File: src/rtl/mb_alu_pkg.sv
// Shared definitions for the multi-byte ALU controller: op-codes, FSM
// state type, default operand width and small op-code helpers.
package mb_alu_pkg;

   localparam int MAX_BYTES_DEF = 4;

   localparam logic [2:0] OP_ADD = 3'b000;
   localparam logic [2:0] OP_SUB = 3'b001;
   localparam logic [2:0] OP_AND = 3'b010;
   localparam logic [2:0] OP_OR  = 3'b011;
   localparam logic [2:0] OP_XOR = 3'b100;

   typedef enum logic [1:0] {
      IDLE = 2'd0,
      EXEC = 2'd1,
      CAPT = 2'd2
   } state_t;

   // Op-codes above OP_XOR are reserved and reported as errors.
   function automatic logic op_legal(input logic [2:0] op);
      return (op <= OP_XOR);
   endfunction

   // Add and sub use the carry chain and produce C/V flags.
   function automatic logic op_is_arith(input logic [2:0] op);
      return (op == OP_ADD) || (op == OP_SUB);
   endfunction

endpackage

File: src/rtl/mb_alu_ctrl_alu.sv
// Team 8-bit ALU: registered, one-cycle latency. Issues only when i_en is
// high; otherwise the previous result is held.
module mb_alu_ctrl_alu
   import mb_alu_pkg::*;
(
   input  logic       i_clk,
   input  logic       i_rst_n,
   input  logic       i_en,
   input  logic [2:0] i_op,
   input  logic [7:0] i_a,
   input  logic [7:0] i_b,
   input  logic       i_cin,
   output logic [7:0] o_y,
   output logic       o_c,
   output logic       o_v,
   output logic       o_z
);

   logic [8:0] sum9;
   logic [8:0] diff9;
   logic [7:0] y_d;
   logic       c_d;
   logic       v_d;

   // Combinational byte operation; for sub the carry output is a borrow.
   always_comb begin
      sum9  = {1'b0, i_a} + {1'b0, i_b} + {8'b0, i_cin};
      diff9 = {1'b0, i_a} - {1'b0, i_b} - {8'b0, i_cin};
      y_d   = 8'h00;
      c_d   = 1'b0;
      v_d   = 1'b0;
      case (i_op)
         OP_ADD: begin
            y_d = sum9[7:0];
            c_d = sum9[8];
            v_d = (i_a[7] == i_b[7]) && (y_d[7] != i_a[7]);
         end
         OP_SUB: begin
            y_d = diff9[7:0];
            c_d = diff9[8];
            v_d = (i_a[7] != i_b[7]) && (y_d[7] != i_a[7]);
         end
         OP_AND:  y_d = i_a & i_b;
         OP_OR:   y_d = i_a | i_b;
         OP_XOR:  y_d = i_a ^ i_b;
         default: y_d = 8'h00;
      endcase
   end

   // Output register: one-cycle latency from issue to result.
   always_ff @(posedge i_clk or negedge i_rst_n) begin
      if (!i_rst_n) begin
         o_y <= 8'h00;
         o_c <= 1'b0;
         o_v <= 1'b0;
         o_z <= 1'b0;
      end else if (i_en) begin
         o_y <= y_d;
         o_c <= c_d;
         o_v <= v_d;
         o_z <= (y_d == 8'h00);
      end
   end

endmodule

File: src/rtl/mb_alu_ctrl.sv
// Multi-byte ALU controller: runs an add/sub/and/or/xor over up to
// MAX_BYTES bytes through a single registered 8-bit ALU, one byte per
// EXEC/CAPT pair, rippling the carry between bytes.
// Optional feature: define MB_ALU_CTRL_ABORT_EN to add the i_abort input,
// which cancels an operation in flight without a done pulse.
//
// state | meaning
// ------+---------------------------------------------------------------
// IDLE  | waiting for i_start; illegal op-codes are answered here directly
// EXEC  | byte[idx] of both operands and the chain carry issued to the ALU
// CAPT  | ALU result stored into byte[idx]; next byte or finish
module mb_alu_ctrl
   import mb_alu_pkg::*;
#(
   parameter int MAX_BYTES = MAX_BYTES_DEF
) (
   input  logic                   i_clk,
   input  logic                   i_rst_n,
   input  logic                   i_start,
   input  logic [2:0]             i_op,
   input  logic [1:0]             i_len,
   input  logic [8*MAX_BYTES-1:0] i_a,
   input  logic [8*MAX_BYTES-1:0] i_b,
   input  logic                   i_carry_in,
`ifdef MB_ALU_CTRL_ABORT_EN
   input  logic                   i_abort,
`endif
   output logic                   o_busy,
   output logic                   o_done,
   output logic [8*MAX_BYTES-1:0] o_result,
   output logic                   o_carry_borrow,
   output logic                   o_overflow,
   output logic                   o_neg,
   output logic                   o_zero,
   output logic                   o_err
);

   localparam logic [1:0] LEN_MAX = 2'(MAX_BYTES - 1);

   state_t                      state_q;
   state_t                      state_d;
   logic [2:0]                  op_q;
   logic [1:0]                  len_q;
   logic [1:0]                  idx_q;
   logic [MAX_BYTES-1:0][7:0]   a_q;
   logic [MAX_BYTES-1:0][7:0]   b_q;
   logic [MAX_BYTES-1:0][7:0]   res_q;
   logic [MAX_BYTES-1:0][7:0]   res_next;
   logic                        carry_q;
   logic                        zero_q;
   logic [1:0]                  len_clamped;
   logic                        last_byte;
   logic                        abort;
   logic                        alu_en;
   logic [7:0]                  alu_y;
   logic                        alu_c;
   logic                        alu_v;
   logic                        alu_z;

`ifdef MB_ALU_CTRL_ABORT_EN
   assign abort = i_abort;
`else
   assign abort = 1'b0;
`endif

   // A length beyond the instantiated width is clipped to the widest operand.
   assign len_clamped = (i_len > LEN_MAX) ? LEN_MAX : i_len;
   assign last_byte   = (idx_q == len_q);
   assign alu_en      = (state_q == EXEC);
   assign o_busy      = (state_q != IDLE);

   mb_alu_ctrl_alu u_alu (
      .i_clk   (i_clk),
      .i_rst_n (i_rst_n),
      .i_en    (alu_en),
      .i_op    (op_q),
      .i_a     (a_q[idx_q]),
      .i_b     (b_q[idx_q]),
      .i_cin   (carry_q),
      .o_y     (alu_y),
      .o_c     (alu_c),
      .o_v     (alu_v),
      .o_z     (alu_z)
   );

   // Result accumulator with the byte currently returned by the ALU merged in.
   always_comb begin
      res_next        = res_q;
      res_next[idx_q] = alu_y;
   end

   // FSM state register.
   always_ff @(posedge i_clk or negedge i_rst_n) begin
      if (!i_rst_n) begin
         state_q <= IDLE;
      end else begin
         state_q <= state_d;
      end
   end

   // FSM next-state logic; illegal op-codes never leave IDLE.
   always_comb begin
      state_d = state_q;
      case (state_q)
         IDLE: begin
            if (i_start && op_legal(i_op)) begin
               state_d = EXEC;
            end
         end
         EXEC: begin
            state_d = abort ? IDLE : CAPT;
         end
         CAPT: begin
            if (abort || last_byte) begin
               state_d = IDLE;
            end else begin
               state_d = EXEC;
            end
         end
         default: state_d = IDLE;
      endcase
   end

   // Operand latch, byte sequencing, carry chain and registered outputs.
   always_ff @(posedge i_clk or negedge i_rst_n) begin
      if (!i_rst_n) begin
         op_q           <= OP_ADD;
         len_q          <= 2'd0;
         idx_q          <= 2'd0;
         a_q            <= '0;
         b_q            <= '0;
         res_q          <= '0;
         carry_q        <= 1'b0;
         zero_q         <= 1'b0;
         o_done         <= 1'b0;
         o_result       <= '0;
         o_carry_borrow <= 1'b0;
         o_overflow     <= 1'b0;
         o_neg          <= 1'b0;
         o_zero         <= 1'b0;
         o_err          <= 1'b0;
      end else begin
         o_done <= 1'b0;
         case (state_q)
            IDLE: begin
               if (i_start) begin
                  if (op_legal(i_op)) begin
                     op_q    <= i_op;
                     len_q   <= len_clamped;
                     a_q     <= i_a;
                     b_q     <= i_b;
                     carry_q <= op_is_arith(i_op) ? i_carry_in : 1'b0;
                     idx_q   <= 2'd0;
                     res_q   <= '0;
                     zero_q  <= 1'b1;
                     o_err   <= 1'b0;
                  end else begin
                     o_result       <= '0;
                     o_carry_borrow <= 1'b0;
                     o_overflow     <= 1'b0;
                     o_neg          <= 1'b0;
                     o_zero         <= 1'b0;
                     o_err          <= 1'b1;
                     o_done         <= 1'b1;
                  end
               end
            end
            CAPT: begin
               if (!abort) begin
                  res_q   <= res_next;
                  carry_q <= alu_c;
                  zero_q  <= zero_q & alu_z;
                  if (last_byte) begin
                     o_result       <= res_next;
                     o_carry_borrow <= op_is_arith(op_q) & alu_c;
                     o_overflow     <= op_is_arith(op_q) & alu_v;
                     o_neg          <= res_next[len_q][7];
                     o_zero         <= zero_q & alu_z;
                     o_done         <= 1'b1;
                  end else begin
                     idx_q <= idx_q + 2'd1;
                  end
               end
            end
            default: ;
         endcase
      end
   end

endmodule

File: config.mk
export PLATFORM = sky130hd
export DESIGN_NAME = mb_alu_ctrl
export DESIGN_NICKNAME = d
export VERILOG_FILES = /design/src/rtl/mb_alu_pkg.sv /design/src/rtl/mb_alu_ctrl_alu.sv /design/src/rtl/mb_alu_ctrl.sv
export SDC_FILE = /design/constraint.sdc
export NUM_CORES = 1
export LEC_CHECK = 0
export BUFFER_PORTS_ARGS = -buffer_cell sky130_fd_sc_hd__buf_2
export CORE_UTILIZATION = 52
export DETAILED_ROUTE_END_ITERATION = 10
export GPL_TIMING_DRIVEN = 0
export PLACE_DENSITY = 0.76
export SYNTH_ARGS = -nofsm -noshare
export SYNTH_HDL_FRONTEND = slang
export SYNTH_HIERARCHICAL = 1
export SYNTH_SLANG_ARGS = --single-unit
File: constraint.sdc
create_clock -name i_clk -period 4 [get_ports i_clk]
set_input_delay 0 -clock i_clk [delete_from_list [all_inputs] [get_ports i_clk]]
set_output_delay 0 -clock i_clk [all_outputs]
set_load 0.02 [all_outputs]
### Yosys cells after proc, flatten, opt, wreduce, memory -nomap -nowiden

Index checks and enable logic that the tools add are counted.

* output and inout bits: 39
* bits in latches: 0
* bits in registers: 156
* RAM bits: 0
* word-level logic and storage cells: 128
* ROM bits: 0
* memories kept: 0
* input port bits: 73

* $mul: 0
* order comparisons: 5
* add/sub/neg operators: 5
* divide/modulo/power cells: 0
* shift-type cells: 0
* mux-type cells: 48
* bitwise logic cells: 6
* reduce and logical (&&, ||, !) cells: 17
* equal/unequal tests: 18

Operators by type and width (count)
* 32-bit 2-to-1 mux: 5
* 32-bit one-hot mux with 2 select lines: 2
* 8-bit binary-select mux with 2-bit select: 3
* 8-bit one-hot mux with 5 select lines: 1
* 32-bit bitwise mux: 1
* 8-bit 2-to-1 mux: 4
* 1-bit one-hot mux with 2 select lines: 9
* 8-bit demux with 2-bit select: 1
* 1-bit 2-to-1 mux: 15
* 2-bit inequality test (second input constant): 6
* 2-bit 2-to-1 mux: 5
* 8-bit by 8-bit adder with 9-bit output: 1
* 9-bit by 1-bit adder with 9-bit output: 1
* 8-bit by 8-bit subtractor with 9-bit output: 1
* 9-bit by 1-bit subtractor with 9-bit output: 1
* 8-bit bitwise AND: 1
* 8-bit logical NOT: 1
* 8-bit OR: 1
* 4-bit AND reduction: 2
* 8-bit XOR: 1
* 3-bit by 1-bit == test with 1-bit output (second input constant): 2
* 3-bit by 2-bit == test with 1-bit output (second input constant): 2
* 3-bit logical NOT: 2
* 2-bit by 3-bit < comparator with 1-bit output (second input constant): 2
* other kinds (19): 29

### Depth between registers and ports, before layout

* word-level depth: 9
* mapped depth: 12
* gate-level depth less buffers: 11

### By module

Netlist, hierarchy kept.

By module, submodules not included
* mb_alu_ctrl: cells each 606, sequential area each 3628.5 um^2, area each 6392.4 um^2, instances 1
* mb_alu_ctrl_alu: cells each 211, sequential area each 275.3 um^2, area each 1808.0 um^2, instances 1

### Worst setup path before layout

OpenSTA, ideal clock, no wires.

* path type: register -> register
* start point: register idx_q[0]
* end point: register u_alu.o_z
* path slack: 0.255 ns
* stages on the path, launching flop included: 13
* library setup time: 0.103 ns
* required time: 3.897 ns
* clock period less this slack: 3.745 ns
* path buffers: 2
* arrival: 3.641 ns
* cell sequence: dfrtp_1 > buf_2 > buf_4 > mux4_2 > fa_1 > inv_1 > ha_1 > o21ai_0 > nand2_1 > xnor2_1 > o221ai_1 > or4_1 > o41ai_2

* longest elaborated chain between the ends: 6
* elaborated cells on any way between the ends: 13
* those cells by class: add/sub (4); mux (5); bitwise (3); reduce/logical (1)

RTL lines
* start, declared: line mb_alu_ctrl.sv:44 `logic [1:0] idx_q;`
* start signal, assigned: line mb_alu_ctrl.sv:181 `idx_q <= idx_q + 2'd1;`
* 8-bit binary-select mux with 2-bit select (on tied branches): line mb_alu_ctrl.sv:77, mb_alu_ctrl.sv:78
* 8-bit 2-to-1 mux (on tied branches): line mb_alu_ctrl.sv:77, mb_alu_ctrl.sv:78
* 8-bit by 8-bit subtractor with 9-bit output or 8-bit by 8-bit adder with 9-bit output (tied branches): line mb_alu_ctrl_alu.sv:28, mb_alu_ctrl_alu.sv:27
* 9-bit by 1-bit subtractor with 9-bit output or 9-bit by 1-bit adder with 9-bit output (tied branches): line mb_alu_ctrl_alu.sv:28, mb_alu_ctrl_alu.sv:27
* 8-bit one-hot mux with 5 select lines *: line mb_alu_ctrl_alu.sv:32 `case (i_op)`
* 8-bit logical NOT *: line mb_alu_ctrl_alu.sv:61 `o_z <= (y_d == 8'h00);`
* end signal, assigned: line mb_alu_ctrl_alu.sv:61
* end, declared: line mb_alu_ctrl_alu.sv:16 `output logic o_z`

Mark *: on every way between the ends. The rest lies on a longest branch, timed or not. The select of a mux whose other input is x is not followed.
A chain may end at the register's enable or synchronous reset.

### Worst setup path in the final report

Same ends and word-level chain as after synthesis.

==> key figures <==
Status
  • Run status: complete, no violations

Global routing
  • Largest net degree at the start of global routing: 82
  • Overflow left after global routing: 0
  • First-pass GRT wire length: 33800 um
  • Initial antenna violation count: 0
  • Vias in the first global route: 6787
  • Gr usage total: 27.0%

Power
  • VDD IR-drop max: 0.542 mV
  • Pwr dens: 933 nW/um2
  • Leak: 5.11 nW
  • Pwr Total: 9.67 mW

Detailed routing
  • Detailed Route Iter0 Violations: 406
  • Avg WL per Cell: 16.7 um
  • Vias: 6628
  • DRT antenna net count: 0
  • DRT Pass-1 Iters: 5
  • DR vias/cell: 5.32
  • Wire length after detailed routing: 20700 um
  • DRC: 0

Clocking
  • CTS tree: yes
  • CTS Buf Count: 17
  • Root buf cell: clkbuf_16
  • Clock transition at path regs: 0.06 ns
  • H-tree depth: 4
  • Max Root-Sink Buffers: 2
  • Clock Latency Late Sink: 0.43 ns
  • Clock sink total: 156

Layout
  • N_diodes: 0
  • Share of cells above drive strength 1: 20.9%
  • Fin nets: 1132
  • Fillers: 1182
  • Area delta synth->final: 26.4%
  • Layout Cells excl Fill: 1245

Yosys
  • Synth Area in Compound Gates: 13.3%
  • Largest family of logic cells by synthesized area: simple AND/OR/NAND/NOR gates
  • Cell Area, Synth: 8200 um2
  • Flops & latches, synth: 156
  • Yosys warns: 6
  • Simple-gate portion of the synthesized area: 15.7%
  • Top cell type by total area after synthesis: dfrtp_1
  • Synth Area in Adders: 6.16%
  • Mapped Cells: 817
  • Post-synthesis sequential area ratio: 47.6%
  • Asr flop ratio synth: 100%
  • Synth Net Count: 928
  • Syn_area_per_cell: 10.0 um2
  • Synthesized-area fraction occupied by xor and xnor cells: 1.82%
  • Portion of netlist area occupied by mux cells: 10.1%
  • Yosys top cell area share: 47.6%
  • Library cells used by synthesis: 64
  • Post-synth top flop: dfrtp_1
  • Post-synth EDFFs: 0
  • Largest cells by area after synthesis: dfrtp_1 48%, nand2_1 12%, ha_1 5.2%, mux4_2 4.7%, mux2i_1 4.4%

Worst hold path
  • HP Class: in -> reg
  • Hold path start: i_start

Placement
  • Pre-CTS setup slack: -0.303 ns
  • Placed cell count: 1140
  • RePlAce Congestion: 0.883
  • DPL Wire Length: 13700 um
  • IO Port Bufs: 111

Floorplanning
  • Row count: 45
  • Die Area: 16300 um2
  • Area of the core: 15300 um2
  • Die width: 128 um
  • Die height: 128 um
  • Ports: 112
  • Starting Density: 53.5%

Timing
  • Slew Viols, Final: 0
  • Total Negative Setup Slacks: 0 ns
  • Final setup margin: 0.165 ns
  • # setup viols final: 0
  • Fin crit period: 3.84 ns
  • Worst clock skew: 0.00917 ns
  • Fmax: 0.261 GHz
  • Slew margin rel.: 53.5%
  • Worst slew pin tran: 0.697 ns
  • Final period utilization: 95.9%
  • Final hold violations: 0
  • Hold_ws: 0.0629 ns

Setup path
  • Setup crit start kind: flop
  • Critical path arrival: 4.17 ns
  • Critical Path Source: idx_q[0]
  • Worst Setup Path Type: reg -> reg
  • Worst path required time: 4.33 ns
  • Endpoint type of the worst setup path: flop
  • Worst r2r src: idx_q[0]
  • Critical path peak fanout: 10

Run
  • Max-cap viol count: 0
==> layer usage <==
| layer | vias to the layer above | track usage [%] | routed length [um] |
|---|---|---|---|
| li1 | 3189 | - | - |
| met1 | 3193 | 34.3 | 9020 |
| met2 | 213 | 46.1 | 10200 |
| met3 | 33 | 4.98 | 1030 |
| met4 | 0 | 10.1 | 462 |
| met5 | - | 0 | 0 |
==> cells in the mapped netlist (2+ instances only) <==
| master | n |
|---|---|
| o22a_1 | 2 |
| fa_1 | 4 |
| and2_1 | 7 |
| nand3_1 | 3 |
| a22o_1 | 33 |
| nand2_1 | 255 |
| xor2_1 | 6 |
| a22oi_1 | 3 |
| buf_4 | 10 |
| o21bai_1 | 2 |
| a31oi_1 | 2 |
| a221o_1 | 2 |
| o21a_1 | 2 |
| nor3_1 | 4 |
| o21ai_0 | 12 |
| inv_1 | 36 |
| a21oi_1 | 12 |
| ha_1 | 34 |
| o31ai_1 | 33 |
| buf_2 | 21 |
| a211oi_1 | 3 |
| buf_6 | 3 |
| xnor2_1 | 11 |
| nand2b_1 | 6 |
| nor2b_1 | 7 |
| o21ai_1 | 12 |
| a211o_1 | 2 |
| mux4_2 | 17 |
| mux2_2 | 6 |
| nand3b_1 | 2 |
| o221ai_1 | 3 |
| dfrtp_1 | 156 |
| mux2i_1 | 36 |
| buf_1 | 8 |
| clkbuf_1 | 14 |
| nor2_1 | 16 |
| a21o_1 | 4 |
| or4_1 | 2 |
==> power breakdown <==
part,leakage (nW),total [mW],internal (mW),switching (mW)
clock,0.254,1.50,0.834,0.670
combinational,2.82,5.65,2.45,3.20
sequential,2.04,2.51,2.15,0.351
==> critical path, cell delays in order (launching register included) <==
cell and delay, ns:
dfrtp_2 0.42, buf_8 0.19, buf_6 0.19, mux4_2 0.57, inv_1 0.09, ha_1 0.31, ha_1 0.38, o21ai_0 0.12
a32oi_2 0.28, nand4bb_1 0.17, a21oi_1 0.07, or4_1 0.58, o41ai_2 0.35
==> per-stage QoR <==
stage | cell area [um2] | utilization [%]
after floorplan | 8200 | -
after global placement | 9020 | 58.9
after detailed placement | 9050 | 59.1
after CTS | 10300 | 67.4
after global routing | 10400 | 67.7
final | 10400 | 67.7
==> final timing paths <==
path	endpoint	slack, ns	cells past startpoint
worst max-delay path	u_alu/o_z	0.16	12
worst min-delay path	carry_q	0.06	4
worst max register to register	u_alu/o_z	0.16	12
min in group asynchronous	o_done	0.19	2
max in group asynchronous	idx_q[0]	2.96	3
worst min register to register	o_result[19]	0.47	2
==> cell usage in the layout, fill, tap and decap left out, types with 5 or more instances in the layout <==
cell type	instances
clkbuf_16	17
xnor2_1	11
buf_6	5
nor2_1	16
o21ai_1	13
inv_1	36
a22o_1	33
mux4_2	17
dfrtp_1	155
buf_4	12
xor2_1	6
nand2b_1	6
o21ai_0	11
nor2b_1	7
clkbuf_1	17
buf_2	129
and2_1	7
o31ai_1	33
ha_1	32
dlygate4sd3_1	71
buf_1	7
nand2_1	255
a21oi_1	12
mux2_2	6
mux2i_1	36
==> final cells by class <==
class	count	area (um2)	area share [%]
repair buffers	185	1320	12.7
well taps	211	264	2.55
clock inverters	10	82.6	0.797
plain buffers	56	317	3.05
multi-input cells	569	3880	37.4
clock buffers	22	464	4.48
flip-flops and latches	156	3910	37.7
inverters	36	135	1.30
==> logic make-up after synthesis <==
| family | count (synthesis) |
|---|---|
| buf+inv | 92 |
| mux | 60 |
| simple gates | 312 |
| flops | 156 |
| compound gates | 142 |
| fa+ha+maj | 38 |
| xor+xnor | 17 |
==> flip-flops by register name (all words and copies together) (netlist names), 2 cells and up <==
name,cells
res_q,32
b_q,32
state_q,2
o_result,32
op_q,3
a_q,32
idx_q,2
len_q,2
u_alu/o_y,8
==> timing repair <==
| item | 4_1_cts | 5_1_grt |
|---|---|---|
| resized for setup | 4 | 8 |
| setup buffers | 0 | 2 |
| endpoints found under the setup margin | 2 | 2 |
| hold buffers | 71 | 0 |
| endpoints found under the hold margin | 146 | 0 |
| pin swaps | 0 | 1 |
Note: power is estimated with default switching activity, not from simulation.
